**src/rtl/spi_coax_pkg.sv**
```systemverilog
// Shared definitions for the SPI-coax link framer/deframer pair.
package spi_coax_pkg;

    localparam int FRAME_W   = 56;
    localparam int PAYLOAD_W = 48;
    localparam int CRC_BITS  = 40;

    localparam logic [7:0] DEF_SYNC_BYTE = 8'hA5;
    localparam logic [7:0] DEF_CRC_POLY  = 8'h07;
    localparam logic [7:0] DEF_CRC_INIT  = 8'h00;

    typedef enum logic [1:0] {
        HUNT     = 2'd0,
        SYNC_CHK = 2'd1,
        PAYLOAD  = 2'd2
    } dfr_state_t;

    // One MSB-first CRC8 step, no reflection.
    function automatic logic [7:0] crc8_step(input logic [7:0] crc,
                                             input logic       din,
                                             input logic [7:0] poly);
        return {crc[6:0], 1'b0} ^ ((crc[7] ^ din) ? poly : 8'h00);
    endfunction

    // Increment that sticks at all-ones.
    function automatic logic [15:0] sat_inc16(input logic [15:0] v);
        return (v == 16'hFFFF) ? v : v + 16'd1;
    endfunction

endpackage

```
**src/rtl/crc8_serial.sv**
```systemverilog
// Bit-serial CRC8 register: init loads the seed, enable folds in one bit.
module crc8_serial
    import spi_coax_pkg::*;
#(
    parameter logic [7:0] POLY = DEF_CRC_POLY,
    parameter logic [7:0] INIT = DEF_CRC_INIT
) (
    input  logic       clk,
    input  logic       rst,
    input  logic       init,
    input  logic       enable,
    input  logic       bit_in,
    output logic [7:0] crc
);

    // Seed has priority over a step; reset clears the register outright.
    always_ff @(posedge clk) begin
        if (rst)
            crc <= 8'h00;
        else if (init)
            crc <= INIT;
        else if (enable)
            crc <= crc8_step(crc, bit_in, POLY);
    end

endmodule

```
**src/rtl/frame_deframer_80m.sv**
```systemverilog
// Receive deframer: sync hunt/check, CRC8 check, one-deep output slot with
// overflow, frame-counter gap detection and lock tracking.
module frame_deframer_80m
    import spi_coax_pkg::*;
#(
    parameter logic [7:0]  SYNC_BYTE = DEF_SYNC_BYTE,
    parameter logic [7:0]  CRC_POLY  = DEF_CRC_POLY,
    parameter logic [7:0]  CRC_INIT  = DEF_CRC_INIT,
    parameter int unsigned MAX_MISS  = 3
) (
    input  logic        clk,
    input  logic        rst,
    input  logic        bit_in,
    input  logic        bit_valid,
    output logic        bit_ready,
    output logic [31:0] data_out,
    output logic [7:0]  frame_cnt_out,
    output logic        data_valid,
    input  logic        data_ready,
    output logic        locked,
    output logic        crc_err,
    output logic        gap_err,
    output logic [15:0] crc_err_count,
    output logic [15:0] ovf_count
);

    dfr_state_t      state, state_nxt;
    logic [7:0]      sr, sr_shift;
    logic [5:0]      bit_cnt;
    logic [47:0]     payload, payload_shift;
    logic [7:0]      miss_cnt, miss_inc;
    logic [7:0]      prev_cnt, prev_nxt;
    logic            have_prev;
    logic [7:0]      crc;
    logic            crc_init, crc_en;
    logic            frame_done, frame_good, sync_miss, miss_evt;
    logic [7:0]      rx_cnt;

    crc8_serial #(.POLY(CRC_POLY), .INIT(CRC_INIT)) u_crc (
        .clk    (clk),
        .rst    (rst),
        .init   (crc_init),
        .enable (crc_en),
        .bit_in (bit_in),
        .crc    (crc)
    );

    assign sr_shift      = {sr[6:0], bit_in};
    assign payload_shift = {payload[46:0], bit_in};
    assign rx_cnt        = payload_shift[47:40];
    assign miss_inc      = miss_cnt + 8'd1;
    assign prev_nxt      = prev_cnt + 8'd1;
    assign miss_evt      = sync_miss | (frame_done & ~frame_good);

    // State register.
    always_ff @(posedge clk) begin
        if (rst)
            state <= HUNT;
        else
            state <= state_nxt;
    end

    // Next state plus per-bit control strobes; nothing moves without bit_valid.
    always_comb begin
        state_nxt  = state;
        crc_init   = 1'b0;
        crc_en     = 1'b0;
        frame_done = 1'b0;
        frame_good = 1'b0;
        sync_miss  = 1'b0;
        if (bit_valid) begin
            case (state)
                HUNT: begin
                    if (sr_shift == SYNC_BYTE) begin
                        state_nxt = PAYLOAD;
                        crc_init  = 1'b1;
                    end
                end
                SYNC_CHK: begin
                    if (bit_cnt == 6'd7) begin
                        if (sr_shift == SYNC_BYTE) begin
                            state_nxt = PAYLOAD;
                            crc_init  = 1'b1;
                        end else begin
                            state_nxt = HUNT;
                            sync_miss = 1'b1;
                        end
                    end
                end
                PAYLOAD: begin
                    crc_en = (bit_cnt < 6'(CRC_BITS));
                    if (bit_cnt == 6'(PAYLOAD_W - 1)) begin
                        frame_done = 1'b1;
                        frame_good = (payload_shift[7:0] == crc);
                        state_nxt  = frame_good ? SYNC_CHK : HUNT;
                    end
                end
                default: state_nxt = HUNT;
            endcase
        end
    end

    // Bit counter, sync window and payload shifter.
    always_ff @(posedge clk) begin
        if (rst) begin
            bit_cnt <= '0;
            sr      <= '0;
            payload <= '0;
        end else if (bit_valid) begin
            if (state_nxt != state || state == HUNT)
                bit_cnt <= '0;
            else
                bit_cnt <= bit_cnt + 6'd1;

            // A failed sync check or CRC restarts the hunt from an empty window.
            if (miss_evt)
                sr <= '0;
            else if (state != PAYLOAD)
                sr <= sr_shift;

            if (state == PAYLOAD)
                payload <= payload_shift;
        end
    end

    // Lock tracking: any good frame locks; MAX_MISS bad frames in a row unlock.
    always_ff @(posedge clk) begin
        if (rst) begin
            locked   <= 1'b0;
            miss_cnt <= '0;
        end else if (frame_done && frame_good) begin
            locked   <= 1'b1;
            miss_cnt <= '0;
        end else if (miss_evt) begin
            if (miss_inc >= 8'(MAX_MISS)) begin
                locked   <= 1'b0;
                miss_cnt <= '0;
            end else begin
                miss_cnt <= miss_inc;
            end
        end
    end

    // Output slot, error pulses and statistics; results appear the cycle after bit 47.
    always_ff @(posedge clk) begin
        if (rst) begin
            bit_ready     <= 1'b0;
            data_out      <= '0;
            frame_cnt_out <= '0;
            data_valid    <= 1'b0;
            crc_err       <= 1'b0;
            gap_err       <= 1'b0;
            crc_err_count <= '0;
            ovf_count     <= '0;
            prev_cnt      <= '0;
            have_prev     <= 1'b0;
        end else begin
            bit_ready <= 1'b1;
            crc_err   <= 1'b0;
            gap_err   <= 1'b0;
            if (data_valid && data_ready)
                data_valid <= 1'b0;

            if (frame_done && !frame_good) begin
                crc_err       <= 1'b1;
                crc_err_count <= sat_inc16(crc_err_count);
            end

            if (frame_done && frame_good) begin
                // The slot frees at this edge if downstream takes it now.
                if (!data_valid || data_ready) begin
                    data_out      <= payload_shift[39:8];
                    frame_cnt_out <= rx_cnt;
                    data_valid    <= 1'b1;
                end else begin
                    ovf_count <= sat_inc16(ovf_count);
                end
                // Dropped frames still advance the counter history.
                gap_err   <= have_prev && (rx_cnt != prev_nxt);
                prev_cnt  <= rx_cnt;
                have_prev <= 1'b1;
            end
        end
    end

endmodule

```
**config.mk**
```make
export PLATFORM = sky130hd
export DESIGN_NAME = frame_deframer_80m
export DESIGN_NICKNAME = d
export VERILOG_FILES = /design/src/rtl/spi_coax_pkg.sv /design/src/rtl/crc8_serial.sv /design/src/rtl/frame_deframer_80m.sv
export SDC_FILE = /design/constraint.sdc
export NUM_CORES = 1
export LEC_CHECK = 0
export CAP_MARGIN = 20
export CELL_PAD_IN_SITES_DETAIL_PLACEMENT = 0
export CELL_PAD_IN_SITES_GLOBAL_PLACEMENT = 1
export CORE_UTILIZATION = 38
export CTS_CLUSTER_SIZE = 12
export DETAILED_ROUTE_END_ITERATION = 7
export PLACE_DENSITY = 0.81
export RECOVER_POWER = 50
export SLEW_MARGIN = 20
export SYNTH_ARGS = -nofsm -noshare
export SYNTH_HDL_FRONTEND = slang
export SYNTH_SLANG_ARGS = --single-unit
```
**constraint.sdc**
```tcl
create_clock -name clk -period 2.1 [get_ports clk]
set_input_delay 0.315 -clock clk [delete_from_list [all_inputs] [get_ports clk]]
set_output_delay 0.315 -clock clk [all_outputs]
set_load 0.05 [all_outputs]
```
### Word level (Yosys, flattened, before mapping)

Cells that the tools add are included.

* output and inout port bits: 77
* register bits after elaboration: 164
* word-level logic and storage cells: 101
* input bits: 5

* muxes and demuxes: 36
* order comparisons: 2
* add/subtract/negate cells: 5
* eq/ne operators: 11
* bitwise gates (word level): 9
* reductions and logical operators: 21

Operators by type and width (number)
* $add A16 B1 Y16 const B: 2
* $eq A16 B16 Y1 const B: 2
* $mux W1: 24
* $add A8 B1 Y8 const B: 2
* $mux W7: 2
* $mux W2: 5
* $reduce_and A2 Y1: 5
* $eq A8 B8 Y1: 1
* $eq A8 B8 Y1 const B: 1
* $ge A8 B2 Y1 const B: 1
* $mux W8: 1
* $ne A8 B8 Y1: 1
* $xor A8 B8 Y8: 1
* $add A6 B1 Y6 const B: 1
* $eq A6 B3 Y1 const B: 1
* $eq A6 B6 Y1 const B: 1
* $lt A6 B6 Y1 const B: 1
* $mux W6: 1
* $pmux W2 S3: 1
* $reduce_bool A2 Y1: 3
* $reduce_or A2 Y1: 3
* $not A1 Y1: 5
* $logic_and A1 B1 Y1: 4
* $mux W3: 1
* 12 further kinds: 14

### Logic depth before layout (Yosys ltp)

* depth after elaboration: 9
* depth in mapped cells: 8
* gate-level depth less buffers: 6

### By module

Synthesis repeated with hierarchy kept, for this count alone.

* cell total of the unflattened synthesis: 804
* area, all modules: 6666.4 um^2

Modules (own cells, without submodules)
* frame_deframer_80m: area an instance 6322.3 um^2, sequential area each 3123.0 um^2, cells each 770, instances 1
* crc8_serial: area an instance 344.1 um^2, sequential area each 160.2 um^2, cells each 34, instances 1

### Worst setup path before layout

No wires, ideal clock.

* path type: register to register
* from: register crc_err_count[0]
* to: register crc_err_count[13]
* cell stages (with the launch flop): 7
* clock period less this slack: 2.150 ns
* setup time: 0.070 ns
* path slack: -0.050 ns
* data required time: 2.030 ns
* buffers on the path: 1
* data arrival time: 2.080 ns
* path through: dfxtp_1 and3_1 nand3_1 a311o_1 buf_2 or4_1 a21oi_1

* word-level cells in the longest chain between the ends: 3
* elaborated cells on any way between the ends: 4
* classes of those cells: 1 x add/sub; 1 x eq/ne; 1 x bitwise; 1 x reduce/logical

Ends and longest elaborated chain
* start: declaration: RTL line frame_deframer_80m.sv:23 `output logic [15:0] crc_err_count,`
* start signal: assignment: RTL line frame_deframer_80m.sv:166 `crc_err_count <= sat_inc16(crc_err_count);`
* parallel branches: the longest is 3 deep, another holds $add A16 B1 Y16

Several ways; the timed one is not identified.
A chain may end at the register's enable or synchronous reset.

### Worst setup path in the final report

* from: register bit_cnt[1]
* to: register ovf_count[9]

* word-level cells in the longest chain between the ends: 6
* elaborated cells on any way between the ends: 9
* classes of those cells: 1 x eq/ne; 6 x mux; 2 x reduce/logical

Ends and longest elaborated chain
* start: declaration: RTL line frame_deframer_80m.sv:29 `logic [5:0] bit_cnt;`
* start signal: assignment: RTL line frame_deframer_80m.sv:113 `bit_cnt <= bit_cnt + 6'd1;`
* $eq A6 B6 Y1 *: RTL line frame_deframer_80m.sv:92 `if (bit_cnt == 6'(PAYLOAD_W - 1)) begin`
* $mux W1: RTL line frame_deframer_80m.sv:92
* $mux W1: RTL line frame_deframer_80m.sv:72 `case (state)`
* $mux W1: RTL line frame_deframer_80m.sv:71 `if (bit_valid) begin`
* $logic_and A1 B1 Y1 *: RTL line frame_deframer_80m.sv:169 `if (frame_done && frame_good) begin`
* $reduce_and A3 Y1 (no source line) *
* end signal: assignment: RTL line frame_deframer_80m.sv:176 `ovf_count <= sat_inc16(ovf_count);`
* end: declaration: RTL line frame_deframer_80m.sv:24 `output logic [15:0] ovf_count`

Every way passes the cells marked *; elsewhere a longest branch is shown, timed or not.

==> results_dict.tcl <==
set metrics [dict create \
    std_cell_rows 48 \
    synth_largest_area_cell "sky130_fd_sc_hd__dfxtp_1" \
    syn-instance-count 768 \
    drive_gt1_share_pct 9.589 \
    fin_skew_ns 0.009678 \
    synth.distinct_cells 55 \
    dominantRegCellSynth "sky130_fd_sc_hd__dfxtp_1" \
    outcome "completed" \
    drtIter0Drc 336 \
    synth_nets 779 \
    drt_wl_total_um 15250 \
    regArea_mm2 0.003288 \
    synth_enable_flop_cells 0 \
    cellPowerDensity_mw_per_mm2 707.3 \
    antenna-diode-count 0 \
    drt_pre_antenna_iters 4 \
    grt_pass1_wl_um 25520 \
    worst_slew_pin_slew_ns 1.233 \
    drcViolationCount 0 \
    cts.htree.levels 4 \
    globalplace.congestion 0.7485 \
    slew_violations 0 \
    die_area_mm2 0.01854 \
    placed_cell_area_mm2 0.008115 \
    die_height_um 136.2 \
    number_of_cts_inserted_buffers 17 \
    setup_viol 0 \
    worst-endpoint-arrival_ns 2.35 \
    max_clock_freq_mhz 493.6 \
    setup.worst_path.start_class "flip-flop" \
    floorplan.initialDensity_pct 39.27 \
    grt_setup_unrepaired "false" \
    synthTopCellsByArea "sky130_fd_sc_hd__dfxtp_1 (48%), sky130_fd_sc_hd__mux2i_1 (7.3%), sky130_fd_sc_hd__nand2_1 (6.6%), sky130_fd_sc_hd__a21oi_1 (6.1%), sky130_fd_sc_hd__nor2_1 (3.5%)" \
    synth-seq-area-share_pct 48.00 \
    design.portCount 82 \
    layout_worst_path_cycle_share_pct 96.48 \
    worst_setup_hold_path_clk_slew_ns 0.06 \
    cellLeakagePower_nw 3.059 \
    cts-root-to-sink-buffers 2 \
    cap_viol_max_count 0 \
    cts_post_setup_buffers_inserted 0 \
    postSynthAreaPerCell_um2 8.907 \
    summed_negative_setup_slack_over_all_endpoints_ns 0 \
    grt_max_degree 74 \
    max-vdd-ir-drop_mv 0.6057 \
    critPathBufInv 1 \
    critPathMaxFanout 27 \
    post_synthesis_register_bit_count 164 \
    final_cell_area_mm2 0.008685 \
    hold_viol_final 0 \
    avg_vias_per_cell 5.204 \
    worstPathCellList "ha_2 -> and3_1 -> and3_4 -> nand4_2 -> buf_12 -> or4_1 -> a21oi_1" \
    clk-insertion-delay-late_ns 0.42 \
    path_class "reg2reg" \
    hpwlAfterDp_um 9918 \
    coreArea_mm2 0.01742 \
    first_global_vias 5237 \
    tritoncts "built" \
    areaGrowthSynthToFinish_pct 26.96 \
    yosysTopAreaCellShare_pct 48.00 \
    grt_overflow 0 \
    clock-root-buffer "sky130_fd_sc_hd__clkbuf_16" \
    port_buffers 81 \
    cp.required_ns 2.43 \
    detailroute.via_count 5730 \
    post-route-min-period_ns 2.026 \
    timing.max_slew.rel_slack_pct 17.83 \
    multi_input_area_mm2 0.003363 \
    yosys_warnings 0 \
    hold_class "reg2reg" \
    worst_path_dominant_cell_family "simple AND/OR/NAND/NOR gates" \
    syn_area_mm2 0.006840 \
    async_reset_ff_share_pct 0 \
    post_drt_wl_per_cell_um 13.85 \
    gr-usage-all-layers_pct 16.99 \
    clock-sinks 164 \
    ant_nets 0 \
    design.final.nets 874 \
    layout.filler_cells 1682 \
    critical_path.endpoint_type "flip-flop" \
    grt_antenna_before_repair 0 \
    crit_path_top_delay_cell "sky130_fd_sc_hd__or4_1" \
    die_width_um 136.2 \
    slowest_delay_ns 0.46 \
]
## state kept, by name, summed over array words and instances, names as in the netlist
signal         count
have_prev          1
bit_cnt            6
crc_err_count     16
gap_err            1
payload           47
bit_ready          1
prev_cnt           8
frame_cnt_out      8
miss_cnt           8
state              2
locked             1
sr                 7
crc_err            1
data_out          32
ovf_count         16
u_crc.crc          8
data_valid         1
## worst min-delay path, delay by kind of cell (launching register included)
family                 cells  cell delay [ns]
flip-flops                 1             0.31
AO/OA/AOI/OAI              1             0.05
buffers and inverters      1             0.05
## cell families (layout without fill, tap and decap cells)
kind of cell    after synthesis  after routing  synth area share, %
simple gates                309            309                22.30
flops                       164            164                48.00
compound gates              157            157                14.45
buf+inv                      55            163                3.274
mux                          53             53                7.810
xor+xnor                     24             24                3.073
fa+ha+maj                     6              6                1.097
## final cells by class
cell class | count | area share, %
clock inverter | 11 | 1.167
tap | 225 | 3.242
timing repair buffer | 121 | 13.38
clock buffer | 21 | 5.187
multi-input combinational | 549 | 38.73
inverter | 10 | 0.4322
sequential | 164 | 37.86
## report_power, final
part           switching [mW]  total [mW]  internal (mW)  leakage (nW)
Clock                    1.25        2.92           1.67         0.260
Combinational          0.0804       0.111         0.0305          1.48
Sequential            0.00183        3.12           3.11          1.32
## cells in the mapped netlist (all sizes together) (5+ instances only)
library cell  instances
ha                    6
nor2b                 6
dfxtp               164
inv                  10
nor3b                 5
mux2i                50
nor4                  6
xor2                  8
o41ai                 8
clkbuf               28
and2                  8
xnor2                16
or3                   7
a21oi                83
a32o                 10
nand2               121
nor2                 63
buf                  17
o21a                  5
and3                 14
o21ai                17
nand4                12
or4                  14
and4                 12
o31ai                14
nand3                26
## cells in the final DEF (no fill, tap or decap), types with 4 or more instances in the layout
master / Yosys / final
sky130_fd_sc_hd__dfxtp_2: 0 / 4
sky130_fd_sc_hd__o21a_1: 5 / 5
sky130_fd_sc_hd__clkdlybuf4s50_1: 0 / 54
sky130_fd_sc_hd__clkbuf_16: 0 / 19
sky130_fd_sc_hd__and4_1: 11 / 11
sky130_fd_sc_hd__xor2_1: 8 / 8
sky130_fd_sc_hd__or4_1: 14 / 14
sky130_fd_sc_hd__clkinvlp_4: 0 / 4
sky130_fd_sc_hd__dlygate4sd3_1: 0 / 25
sky130_fd_sc_hd__nand4_1: 11 / 11
sky130_fd_sc_hd__dfxtp_1: 164 / 160
sky130_fd_sc_hd__inv_1: 10 / 10
sky130_fd_sc_hd__a32o_1: 10 / 10
sky130_fd_sc_hd__buf_4: 1 / 23
sky130_fd_sc_hd__or3_1: 7 / 7
sky130_fd_sc_hd__o21ai_0: 14 / 14
sky130_fd_sc_hd__o41ai_1: 8 / 8
sky130_fd_sc_hd__xnor2_1: 16 / 16
sky130_fd_sc_hd__o31ai_1: 14 / 14
sky130_fd_sc_hd__nor4_1: 6 / 5
sky130_fd_sc_hd__buf_12: 0 / 4
sky130_fd_sc_hd__clkbuf_1: 28 / 10
sky130_fd_sc_hd__nand2_1: 121 / 121
sky130_fd_sc_hd__ha_1: 6 / 5
sky130_fd_sc_hd__mux2i_1: 50 / 48
sky130_fd_sc_hd__and2_1: 8 / 8
sky130_fd_sc_hd__and3_1: 13 / 13
sky130_fd_sc_hd__nand3_1: 26 / 25
sky130_fd_sc_hd__nor3b_1: 5 / 5
sky130_fd_sc_hd__nor2_1: 63 / 63
sky130_fd_sc_hd__nor2b_1: 6 / 6
sky130_fd_sc_hd__a21oi_1: 83 / 82
## layer usage
| metal | routed length (µm) | vias to the layer above | share of wire, % | GRT usage [%] |
|---|---|---|---|---|
| met4 | 125 | 0 | 0.82 | 4.568 |
| met1 | 7456 | 2697 | 49 | 22.29 |
| li1 | - | 2926 | - | - |
| met3 | 828 | 11 | 5.4 | 5.630 |
| met2 | 6842 | 96 | 45 | 26.51 |
| met5 | 0 | - | 0 | 0 |
## worst paths after layout
check                                        startpoint                        end  slack (ns)  depth (start not counted)
worst min register to register   have_prev$_SDFFE_PP0P_     have_prev$_SDFFE_PP0P_        0.45                          2
worst min-delay path             have_prev$_SDFFE_PP0P_     have_prev$_SDFFE_PP0P_        0.45                          2
worst max register to register  bit_cnt[1]$_SDFFE_PP0P_  ovf_count[9]$_SDFFE_PP0P_        0.07                          7
worst max-delay path            bit_cnt[1]$_SDFFE_PP0P_  ovf_count[9]$_SDFFE_PP0P_        0.07                          7
## what timing repair did
action | 4_1_cts | 5_1_grt
gates cloned | 0 | 2
gates resized for setup | 1 | 8
endpoints found under the setup margin | 1 | 43
pin swaps | 0 | 1
hold buffers | 0 | 0
## per-stage QoR
| step | instances | util, % | setup WS [ns] | hold slack, ns | total power, mW |
|---|---|---|---|---|---|
| finish | 1101 | 49.86 | 0.07400 | 0.4470 | 6.143 |
| global route | 1101 | 49.86 | 0.003672 | 0.4713 | 6.377 |
| CTS | 1099 | 49.76 | 0.06236 | 0.2676 | 6.232 |
| detailed placement | 1067 | 46.59 | -0.2330 | 0.4385 | 3.300 |
| global placement | 1067 | 46.59 | -0.1909 | 0.4330 | 3.299 |
| floorplan | 768 | - | 0.008353 | 0.4210 | 3.251 |
Note: power is estimated with default switching activity, not from simulation.
